## config.mk

```make
export PLATFORM = sky130hd
export DESIGN_NAME = match_capture
export DESIGN_NICKNAME = d
export VERILOG_FILES = /design/src/rtl/match_capture.sv
export SDC_FILE = /design/constraint.sdc
export NUM_CORES = 1
export LEC_CHECK = 0
export BUFFER_PORTS_ARGS = -buffer_cell sky130_fd_sc_hd__clkbuf_2
export CAP_MARGIN = 20
export CORE_MARGIN = 5
export CORE_UTILIZATION = 47
export CTS_CLUSTER_DIAMETER = 200
export DETAILED_ROUTE_END_ITERATION = 12
export PLACE_DENSITY = 0.73
export SLEW_MARGIN = 20
export SYNTH_ARGS = -nofsm -noshare
export SYNTH_HDL_FRONTEND = slang
export SYNTH_SLANG_ARGS = --single-unit
```

## constraint.sdc

```tcl
create_clock -name CLK -period 4.75 [get_ports CLK]
set_input_delay 0.7125 -clock CLK [delete_from_list [all_inputs] [get_ports CLK]]
set_output_delay 0.7125 -clock CLK [all_outputs]
set_load 0.03 [all_outputs]
```

## src/rtl/match_capture.sv

```systemverilog
// Match capture for the MD5 search pipeline: holds a 128-bit target, flags the first matching
// candidate and drains in-flight results after the sweep ends. Define HIT_COUNT_EN to count matches.
module match_capture #(
  parameter logic [7:0] DRAIN_CYCLES = 8'd64
) (
  input  logic         CLK,
  input  logic         reset_n,
  input  logic         arm,
  input  logic         target_we,
  input  logic [1:0]   target_idx,
  input  logic [31:0]  target_word,
  input  logic         hash_valid,
  input  logic [127:0] hash_in,
  input  logic [31:0]  counter_in,
  input  logic         sweep_done,
  output logic         found,
  output logic [31:0]  match_counter,
  output logic [2:0]   state,
  output logic         busy,
  output logic [15:0]  hit_count
);

  typedef enum logic [2:0] {
    S_IDLE      = 3'd0,
    S_ARMED     = 3'd1,
    S_DRAIN     = 3'd2,
    S_FOUND     = 3'd3,
    S_EXHAUSTED = 3'd4
  } state_e;

  state_e         state_q, state_d;
  logic [127:0]   target_q, target_d;
  logic           match_r_q, match_r_d;
  logic [31:0]    cand_r_q, cand_r_d;
  logic [31:0]    match_cnt_q, match_cnt_d;
  logic           found_q, found_d;
  logic [7:0]     drain_q, drain_d;

  always_ff @(posedge CLK) begin
    if (!reset_n) begin
      state_q     <= S_IDLE;
      target_q    <= '0;
      match_r_q   <= 1'b0;
      cand_r_q    <= '0;
      match_cnt_q <= '0;
      found_q     <= 1'b0;
      drain_q     <= '0;
    end else begin
      state_q     <= state_d;
      target_q    <= target_d;
      match_r_q   <= match_r_d;
      cand_r_q    <= cand_r_d;
      match_cnt_q <= match_cnt_d;
      found_q     <= found_d;
      drain_q     <= drain_d;
    end
  end

  always_comb begin
    state_d     = state_q;
    target_d    = target_q;
    match_r_d   = hash_valid && (hash_in == target_q);
    cand_r_d    = counter_in;
    match_cnt_d = match_cnt_q;
    found_d     = found_q;
    drain_d     = drain_q;

    if (state_q == S_IDLE && target_we) begin
      case (target_idx)
        2'd0:    target_d[127:96] = target_word;
        2'd1:    target_d[95:64]  = target_word;
        2'd2:    target_d[63:32]  = target_word;
        default: target_d[31:0]   = target_word;
      endcase
    end

    if (arm) begin
      state_d     = S_ARMED;
      found_d     = 1'b0;
      match_cnt_d = '0;
      drain_d     = '0;
      match_r_d   = 1'b0;
      cand_r_d    = '0;
    end else begin
      case (state_q)
        S_IDLE: ;
        S_ARMED: begin
          if (match_r_q) begin
            state_d     = S_FOUND;
            found_d     = 1'b1;
            match_cnt_d = cand_r_q;
          end else if (sweep_done) begin
            state_d = S_DRAIN;
            drain_d = DRAIN_CYCLES;
          end
        end
        S_DRAIN: begin
          if (match_r_q) begin
            state_d     = S_FOUND;
            found_d     = 1'b1;
            match_cnt_d = cand_r_q;
          // Exit when this cycle consumes the last count; a zero load exits immediately.
          end else if (drain_q <= 8'd1) begin
            state_d = S_EXHAUSTED;
            drain_d = '0;
          end else begin
            drain_d = drain_q - 8'd1;
          end
        end
        S_FOUND, S_EXHAUSTED: ;
        default: state_d = S_IDLE;
      endcase
    end
  end

`ifdef HIT_COUNT_EN
  logic [15:0] hit_q, hit_d;

  always_ff @(posedge CLK) begin
    if (!reset_n) hit_q <= '0;
    else          hit_q <= hit_d;
  end

  always_comb begin
    hit_d = hit_q;
    if (arm) begin
      hit_d = '0;
    end else if (match_r_q && hit_q != '1 &&
                 (state_q == S_ARMED || state_q == S_DRAIN || state_q == S_FOUND)) begin
      hit_d = hit_q + 16'd1;
    end
  end

  assign hit_count = hit_q;
`else
  assign hit_count = '0;
`endif

  assign found         = found_q;
  assign match_counter = match_cnt_q;
  assign state         = state_q;
  assign busy          = (state_q == S_ARMED) || (state_q == S_DRAIN);

endmodule
```

Word level (Yosys, flattened, before mapping). Index checks and enable logic that the tools add are counted.

Output and inout bits: 53. Word-level logic and storage cells: 60. Input port bits: 200. Register bits: 205.

Bitwise operators: 3. $lt $le $gt $ge: 1. Add/subtract/negate cells: 1. Eq/ne operators: 15. Reduce and logical (&&, ||, !) cells: 18. Muxes and demuxes: 11.

Operators with widths (number): 128-bit == test (1); 8-bit two-way mux (4); 8-bit one-hot mux with 2 select lines (1); 3-bit two-way mux (4); 2-bit AND reduction (5); 3-bit one-hot mux with 3 select lines (1); 8-bit by 1-bit <= comparator with 1-bit output (second input constant) (1); 4-bit inequality test (second input constant) (2); 8-bit by 1-bit subtractor with 8-bit output (second input constant) (1); 3-bit by 2-bit == test with 1-bit output (second input constant) (2); 2-bit inequality test (second input constant) (3); 3-bit inequality test (second input constant) (2); 3-bit AND reduction (2); 3-bit OR reduction (2); 4-bit AND reduction (1); 2-bit OR reduction (2); 3-bit by 1-bit == test with 1-bit output (second input constant) (1); 3-bit == test (second input constant) (1); 3-bit logical NOT (1); 1-bit inverter (3); 2-bit by 1-bit == test with 1-bit output (second input constant) (1); 2-bit == test (second input constant) (1); 1-bit logical AND (2); 2-bit logical NOT (1); other kinds (4) (4).

Longest topological paths before layout. Gate-level depths: netlist (run 1).

Depth after elaboration: 5. Depth in mapped cells: 8. Gate-level depth less buffers: 7.

Least setup slack after synthesis (run 1). Ideal clock, no wire load.

Path type: reg-to-reg. Start point: register state_q[1] (netlist: state[1]). End point: register match_cnt_q[23] (netlist: match_counter[23]). Slack: 2.568 ns. Cell stages (with the launch flop): 9. Setup time: 0.070 ns. Arrival time: 2.112 ns. Required time: 4.680 ns. Buffers on the path: 3. Clock period less this slack: 2.182 ns. Cell sequence: dfxtp_1 buf_2 nand2b_1 a21oi_1 and2_1 buf_2 buf_2 nand2_1 a21oi_1.

Longest elaborated chain between the ends: 3. Elaborated cells on any way between the ends: 4. Classes of those cells: 2 x eq/ne; 2 x reduce/logical.

Ends and longest elaborated chain: start, declared (line 31) `state_e state_q, state_d;`; start signal, assigned (line 49) `state_q <= state_d;`; 3-bit by 1-bit == test with 1-bit output / 3-bit by 2-bit == test with 1-bit output (equally long branches) (line 85) `case (state_q)`; 2-bit OR reduction (no line) *; 2-bit AND reduction (no line) *; end signal, assigned (line 53) `match_cnt_q <= match_cnt_d;`; end, declared (line 35) `logic [31:0] match_cnt_q, match_cnt_d;`.

Mark *: on every way between the ends. The rest lies on a longest branch, timed or not. A chain may end at the register's enable or synchronous reset.

Worst setup path in the final report (run 1).
Start point: register state_q[1] (netlist: state[1]). End point: output busy.

Longest elaborated chain between the ends: 2. Elaborated cells on any way between the ends: 3. Classes of those cells: 2 x eq/ne; 1 x reduce/logical.

Ends and longest elaborated chain: 3-bit by 1-bit == test with 1-bit output / 3-bit by 2-bit == test with 1-bit output (equally long branches) (line 142) `assign busy = (state_q == S_ARMED) || (state_q == S_DRAIN);`; 1-bit logical OR * (line 142); end, declared (line 19) `output logic busy,`.

Marks and branches as above.

==> results of run 1 <==
-- sequential cells by signal, summed over array words and instances, names as in the netlist --
register and count:
target_q 128, found 1, state 3, match_r_q 1, drain_q 8, match_counter 32, cand_r_q 32
-- per-layer routing --
| metal | track usage (%) | wire [um] |
|---|---|---|
| met1 | 31.3 | 11500 |
| met2 | 37.2 | 12000 |
| met3 | 5.49 | 2270 |
| met4 | 7.74 | 795 |
| met5 | 0 | 0 |
-- per-stage QoR --
step	utilization, %	area (um2)	worst slack [ps]	total power [uW]	hold slack, ps
after detailed placement	54.3	10200	2120	2220	426
final	58.5	10900	2310	3920	417
after global routing	58.5	10900	2180	4050	403
after floorplan	-	8960	2570	2050	417
after global placement	54.3	10200	2140	2210	419
after CTS	58.2	10900	2310	3930	402
-- path summary, 6_finish.rpt --
check / from / end / slack [ps] / cells after the start
worst max register to register: state[0] / target_q[28] / 2320 / 5
worst min register to register: cand_r_q[10] / match_counter[10] / 430 / 2
worst max-delay path: state[1] / busy / 2310 / 3
worst min-delay path: counter_in[30] / cand_r_q[30] / 420 / 2
-- placed cells by master (no fill, tap or decap), types with 2 or more instances in the layout --
cell | netlist | routed
clkinv_2 | 0 | 3
clkbuf_1 | 36 | 4
a21boi_0 | 65 | 65
xnor2_1 | 105 | 105
clkbuf_16 | 0 | 23
nand3_1 | 3 | 3
clkbuf_2 | 0 | 235
clkbuf_8 | 0 | 4
o22ai_1 | 3 | 3
o2111ai_1 | 2 | 2
xor2_1 | 18 | 18
buf_4 | 16 | 12
nand2b_1 | 9 | 9
diode_2 | 0 | 3
conb_1 | 1 | 16
ha_1 | 2 | 2
bufinv_16 | 0 | 2
a221oi_1 | 2 | 2
a21boi_1 | 63 | 63
inv_1 | 12 | 12
a21oi_1 | 38 | 38
a211oi_1 | 3 | 3
nor4_1 | 13 | 13
and2_1 | 33 | 33
dfxtp_1 | 205 | 205
nor2_1 | 16 | 15
nand4_1 | 29 | 29
nand2_1 | 327 | 327
nand3b_1 | 2 | 2
nor3_1 | 4 | 4
-- worst max-delay path: cells and delay by family (launching register included) --
kind	cells	cell delay, ps
flops	1	540
simple gates	1	170
compound gates	1	270
buf+inv	1	260
-- report_power, final --
part | internal (uW) | switching [uW]
Sequential | 1760 | 29.4
Combinational | 174 | 217
Clock | 1050 | 681
Total | 2990 | 927
-- synth_stat cells (2+ instances only) --
master,count
ha_1,2
buf_2,20
o2111ai_1,2
nand2b_1,9
nor4_1,13
a211oi_1,3
nand3b_1,2
a21boi_1,63
nand3_1,3
and2_1,33
buf_4,16
a221oi_1,2
a21boi_0,65
nor3_1,4
xor2_1,18
dfxtp_1,205
nand4_1,29
o22ai_1,3
buf_1,2
clkbuf_1,36
inv_1,12
nand2_1,327
nor2_1,16
a21oi_1,38
xnor2_1,105
-- layout make-up --
class / count / area (um2)
Multi-Input combinational cell: 773 / 4450
Timing Repair Buffer: 250 / 1310
Clock inverter: 6 / 83.8
Clock buffer: 31 / 646
Fill cell: 1696 / 7760
Inverter: 12 / 45.0
Sequential cell: 205 / 4100
Antenna cell: 3 / 7.51
Tap cell: 234 / 293
-- kinds of logic after synthesis --
logic type,count (synthesis),share of synthesized area [%]
other,1,0.0421
and+or+nand+nor,450,22.5
xor gates and xnor gates,123,12.1
buffers and inverters,86,4.58
adders and majority gates,2,0.281
DFF,205,46.1
AOI/OAI and AO/OA,182,14.4
==> results by group, run 1 <==
Worst hold path
  • HP Class: in2reg

Placement
  • Routability cong.: 0.880
  • Placed instance count: 1472
  • Buffers on Ports: 236
  • HPWL after DPL: 19400 um

Timing
  • Final setup TNS: 0 ps
  • Slew @ Worst Pin: 1150 ps
  • Fin crit share: 51.4%
  • Final Setup Violations: 0
  • Worst Clk Skew: 9.84 ps
  • Max Freq: 409 MHz
  • Final hold vios: 0
  • Min Tclk post-route: 2440 ps
  • RSZ-0062 raised after global routing: false
  • Slew Limit Fails: 0
  • Slew headroom: 23.5%

Drt
  • Routed vias/inst: 5.08
  • Routed wire per std cell: 17.6 um
  • Drt pass-1 iters: 5
  • Final antenna-violating net count: 0
  • Routed vias: 7686
  • Residual DRC count: 0
  • Post-Route WL: 26600 um
  • Initial DRC Count: 486

Logic synthesis
  • Mapped cell area: 8900 um2
  • Dominant cells by area after synthesis: dfxtp_1 (46%), nand2_1 (14%), xnor2_1 (10%), a21boi_0 (5.5%), a21boi_1 (5.3%)
  • Syn Area/Cell: 8.48 um2
  • Cell accounting for the most synthesized area: dfxtp_1
  • Seq cells post-synth: 205
  • Post-synth EDFFs: 0
  • Netlist cell types: 46
  • Post-synth top area share: 46.1%
  • Register area share after synthesis: 46.1%
  • Async set-reset flop share out of synthesis: 0%
  • YS warnings: 0
  • Dominant synthesized flop cell: dfxtp_1
  • Post-Synthesis Cells: 1049

Global route
  • Initial antenna violation count: 2
  • Gr usage total: 23.3%
  • First-pass GRT wire length: 40300 um
  • Number of global-route vias before repair: 7375
  • Largest net degree at the start of global routing: 130
  • Total gr overflow: 0

Flow run
  • Max cap viols: 0

Clock network
  • CTS Buf Count: 23
  • Clock Tree Root: clkbuf_16
  • Clk buf depth: 3
  • Clk slew on worst S/H paths: 60 ps
  • # clock sinks: 205
  • Skew-Pair Late Insertion Delay: 500 ps
  • Post-CTS setup buffers: 0
  • CTS tree: yes
  • H-tree depth: 1
  • Hold Buf Count CTS: 0
  • Resize count post-CTS: 0

Setup path
  • CP Max Fanout: 11
  • Critical Path AT: 1730 ps
  • Critical Path, Cell by Cell: nand2b_1 > a21oi_1 > clkbuf_2
  • CP Class: reg2out
  • CP max stage delay: 540 ps
  • Slowest-stage cell, CP: dfxtp_1
  • CP Capture Type: primary output
  • Crit start category: flip-flop
  • Worst EP required: 4040 ps

Floorplan
  • Die footprint: 21800 um2
  • Initial core utilization: 47.6%
  • # rows: 50
  • Core area: 18700 um2
  • Die W: 148 um
  • I/O pin count: 253
  • Die Y: 148 um

Run status
  • Status: completed

Cells and area
  • Layout Nets: 1467
  • Layout cells sized above 1: 22.7%
  • Area growth syn-to-layout: 23.0%
  • Layout Cells excl Fill: 1514

Pwr
  • Peak supply drop: 0.249 mV
  • LEAKAGE: 0.00422 uW
  • Power Density: 358 nW/um2
Note: power is estimated with default switching activity, not from simulation.
==> inputs of run 2 (changes only) <==
--- a/config.mk
+++ b/config.mk
@@ -5,13 +5,14 @@
 export SDC_FILE = /design/constraint.sdc
 export NUM_CORES = 1
 export LEC_CHECK = 0
+export ABC_AREA = 1
 export BUFFER_PORTS_ARGS = -buffer_cell sky130_fd_sc_hd__clkbuf_2
 export CAP_MARGIN = 20
 export CORE_MARGIN = 5
 export CORE_UTILIZATION = 47
 export CTS_CLUSTER_DIAMETER = 200
 export DETAILED_ROUTE_END_ITERATION = 12
-export PLACE_DENSITY = 0.73
+export PLACE_DENSITY = 0.76
 export SLEW_MARGIN = 20
 export SYNTH_ARGS = -nofsm -noshare
 export SYNTH_HDL_FRONTEND = slang
==> constraint.sdc (replaced) <==
create_clock -name CLK -period 2 [get_ports CLK]
set_input_delay 0.3 -clock CLK [delete_from_list [all_inputs] [get_ports CLK]]
set_output_delay 0.3 -clock CLK [all_outputs]
set_load 0.03 [all_outputs]
==> run 2 against run 1 <==
Register-to-register slack lost 2100 ps. Sequential share of layout area shrank 2.7 points. Cell count grew 25%. Routed wire length grew 1.3%. Critical path depth grew 2. Combinational power grew to 3.0 times the previous value. Critical endpoint unchanged. Highest routed layer unchanged.
==> results by group, run 2 <==
Worst hold path
  • Hold path cells: 3 (+1)
  • Hold EP: cand_r_q[27]
  • HP Class: in2reg
  • Hold Startpoint: counter_in[27]

Timing
  • Slew @ Worst Pin: 595 ps (-553 ps)
  • Final Setup Violations: 0 (unchanged)
  • Worst Clk Skew: 14.3 ps (+4.47 ps)
  • Max Freq: 549 MHz
  • Final setup TNS: 0 ps (unchanged)
  • Final hold vios: 0 (unchanged)
  • Fin crit share: 91.1%
  • Min Tclk post-route: 1820 ps
  • Slew Limit Fails: 0 (unchanged)
  • RSZ-0062 raised after global routing: false
  • Slew headroom: 60.4% (+37 points)

Cells and area
  • Largest reg by FF count: target_q
  • Leading cell type in the layout, fill and taps excluded: nand2_1
  • Layout Nets: 1817 (+24%)
  • Layout Cells excl Fill: 1897 (+25%)
  • Filler cells: 1817 (+7.1%)
  • Most frequent cells in the layout: nand2_1 (310), inv_1 (244), clkbuf_2 (235), dfxtp_1 (204), o21ai_0 (158)
  • Layout cells sized above 1: 18.9% (-3.8 points)
  • Area growth syn-to-layout: 26.0%
  • Max FFs per register: 128 (unchanged)
  • Design area: 11800 um2 (+7.8%)

Global route
  • Number of global-route vias before repair: 8210 (+11%)
  • Initial antenna violation count: 1 (-1)
  • Gr usage total: 22.7% (-0.65 points)
  • First-pass GRT wire length: 41000 um (+1.8%)
  • Total gr overflow: 0 (unchanged)
  • Largest net degree at the start of global routing: 129 (-0.77%)

Drt
  • Routed wire per std cell: 14.2 um (-19%)
  • Final antenna-violating net count: 0 (unchanged)
  • Post-Route WL: 26900 um (+1.3%)
  • Drt pass-1 iters: 5 (unchanged)
  • Routed vias/inst: 4.76 (-6.3%)
  • Routed vias: 9021 (+17%)
  • Residual DRC count: 0 (unchanged)
  • Initial DRC Count: 429 (-12%)

Run status
  • Status: completed

Clock network
  • Skew-Pair Late Insertion Delay: 510 ps (about the same)
  • Post-CTS setup buffers: 0 (unchanged)
  • H-tree depth: 1 (unchanged)
  • Clk buf depth: 3 (unchanged)
  • CTS tree: yes
  • CTS Buf Count: 22 (-4.3%)
  • Clock Tree Root: clkbuf_16
  • # clock sinks: 205 (unchanged)
  • Clk slew on worst S/H paths: 60 ps (about the same)

Setup path
  • Worst path depth: 5 (+2)
  • CP Class: reg2out
  • Critical Path AT: 1520 ps (-210 ps)
  • Largest delay contributor family on the critical path: flip-flops
  • Slowest-stage cell, CP: dfxtp_2
  • CP Capture Type: primary output
  • Crit start category: flip-flop
  • Reg-to-reg setup timing slack: 200 ps (-2120 ps)
  • CP max stage delay: 400 ps (-140 ps)
  • Worst EP required: 1700 ps (-2340 ps)
  • FF-to-FF Start: state[2]
  • CP bufs+invs: 2 (+1)
  • R2r worst-path depth: 7 (+2)
  • Critical Path, Cell by Cell: inv_2 > nor2_2 > nand2_2 > nand2_4 > clkbuf_2
  • Reg2reg end: found
  • CP Max Fanout: 6 (-5)

Pwr
  • Clk pwr share: 43.8% (-0.4 points)
  • Net load switching power: 2480 uW (+170%)
  • Power Density: 833 nW/um2 (+130%)
  • LEAKAGE: 0.00552 uW (+31%)
  • Gate power share: 12.1% (+2.1 points)
  • Internal power: 7340 uW (+150%)
  • Switching Share: 25.3% (+1.6 points)
  • Peak supply drop: 0.535 mV (+110%)
  • Sequential share of power: 44.1% (-1.7 points)

Logic synthesis
  • Mapped cell area: 9360 um2 (+5.2%)
  • Netlist cell types: 32 (-30%)
  • Post-synth top area share: 43.8% (-2.3 points)
  • Post-Synthesis Cells: 1364 (+30%)
  • Dominant cells by area after synthesis: dfxtp_1 (44%), nand2_1 (12%), inv_1 (9.8%), o21ai_0 (8.4%), a21oi_1 (8.4%)
  • Dominant synthesized flop cell: dfxtp_1
  • Post-synth EDFFs: 0 (unchanged)
  • Register area share after synthesis: 43.8% (-2.3 points)
  • Commonest cells post-synth: nand2_1 (310), inv_1 (244), dfxtp_1 (205)
  • Syn Area/Cell: 6.86 um2 (-19%)
  • Seq cells post-synth: 205 (unchanged)
  • Most common cell in the netlist: nand2_1
  • YS warnings: 0 (unchanged)
  • Async set-reset flop share out of synthesis: 0% (unchanged)
  • Cell accounting for the most synthesized area: dfxtp_1

Floorplan
  • Initial core utilization: 47.9% (+0.37 points)
  • Die footprint: 22800 um2 (+4.8%)
  • Die W: 151 um (+2.4%)
  • I/O pin count: 253 (unchanged)
  • Core area: 19500 um2 (+4.4%)
  • Die Y: 151 um (+2.4%)
  • # rows: 51 (+2.0%)

Placement
  • Placed cell area: 10700 um2 (+5.3%)
  • Routability cong.: 0.887 (+0.82%)
  • HPWL after DPL: 19700 um (+1.8%)
  • Placed instance count: 1825 (+24%)
  • Buffers on Ports: 236 (unchanged)

Flow run
  • Max cap viols: 0 (unchanged)
-- run 2: changes by cell type after synthesis, sizes merged, moves of 33 or more --
cell / before / now
inv: 12 / 248
o21ai: 2 / 160
a21boi: 128 / 0
a21oi: 38 / 157
nor2: 16 / 127
xnor2: 105 / 39
and2: 33 / 0
-- run 2: area by class of cell --
cell class	instances	area, um2	area share, %
multi-input combinational	859	4060	34.4
inverter	249	938	7.95
timing repair buffer	278	1590	13.4
clock inverter	11	151	1.28
sequential	205	4110	34.8
tap	265	332	2.81
antenna	1	2.50	0.0212
clock buffer	29	627	5.31
-- run 2: timing repair --
action	CTS	global route
hold buffers	31	0
endpoints found under the setup margin	0	4
hold endpoints to repair	31	0
gates resized for setup	0	2
-- run 2: logic make-up after synthesis --
logic type               after synthesis  synth area share [%]
AND/OR/NAND/NOR                      468                  20.2
AO/OA/AOI/OAI                        320                  17.2
buffers and inverters                315                  13.5
flip-flops                           205                  43.8
XOR/XNOR                              53                  4.96
adder cells (fa/ha/maj)                2                 0.267
other                                  1                0.0401
-- run 2: how the worst max path moves through the flow --
stage / start / end / slack (ps)
final: state[1] / busy / 180
after global routing: state[2] / match_counter[11] / 60
after CTS: state[1] / busy / 70
after detailed placement: state[1] / match_counter[25] / 240
after global placement: state[1] / match_counter[28] / 330
after floorplan: state[1] / drain_q[4] / 350
-- run 2: through the flow --
step	hold slack (ps)	util, %	worst slack [ps]	power [uW]
6_report	33.3	60.4	179	9830
5_1_grt	42.7	60.4	55.5	10200
4_1_cts	22.7	60.4	70.4	9870
3_5_place_dp	436	54.8	237	5550
3_3_place_gp	428	54.8	330	5520
2_1_floorplan	412	-	351	5130
-- run 2: power groups by stage --
stage               clock network [uW]  logic, uW  registers [uW]
floorplan                            0        720            4410
global placement                     0       1110            4420
detailed placement                   0       1130            4420
CTS                               4350       1190            4330
global route                      4520       1350            4350
finish                            4300       1190            4330
-- run 2: routing by layer --
layer | vias to the layer above | wire (um) | GRT usage, %
met4 | 0 | 947 | 8.66
li1 | 4653 | - | -
met1 | 4007 | 11200 | 29.8
met5 | - | 0 | 0
met3 | 61 | 2010 | 3.77
met2 | 300 | 12700 | 37.4
-- run 2: worst register-to-register path, stage by stage, from the launching register on --
cell      delay, ps
dfxtp_1         430
inv_1           110
nand3_1         170
nand2_4         100
nand2_4         140
clkinv_2        400
o21ai_0         300
inv_1            60
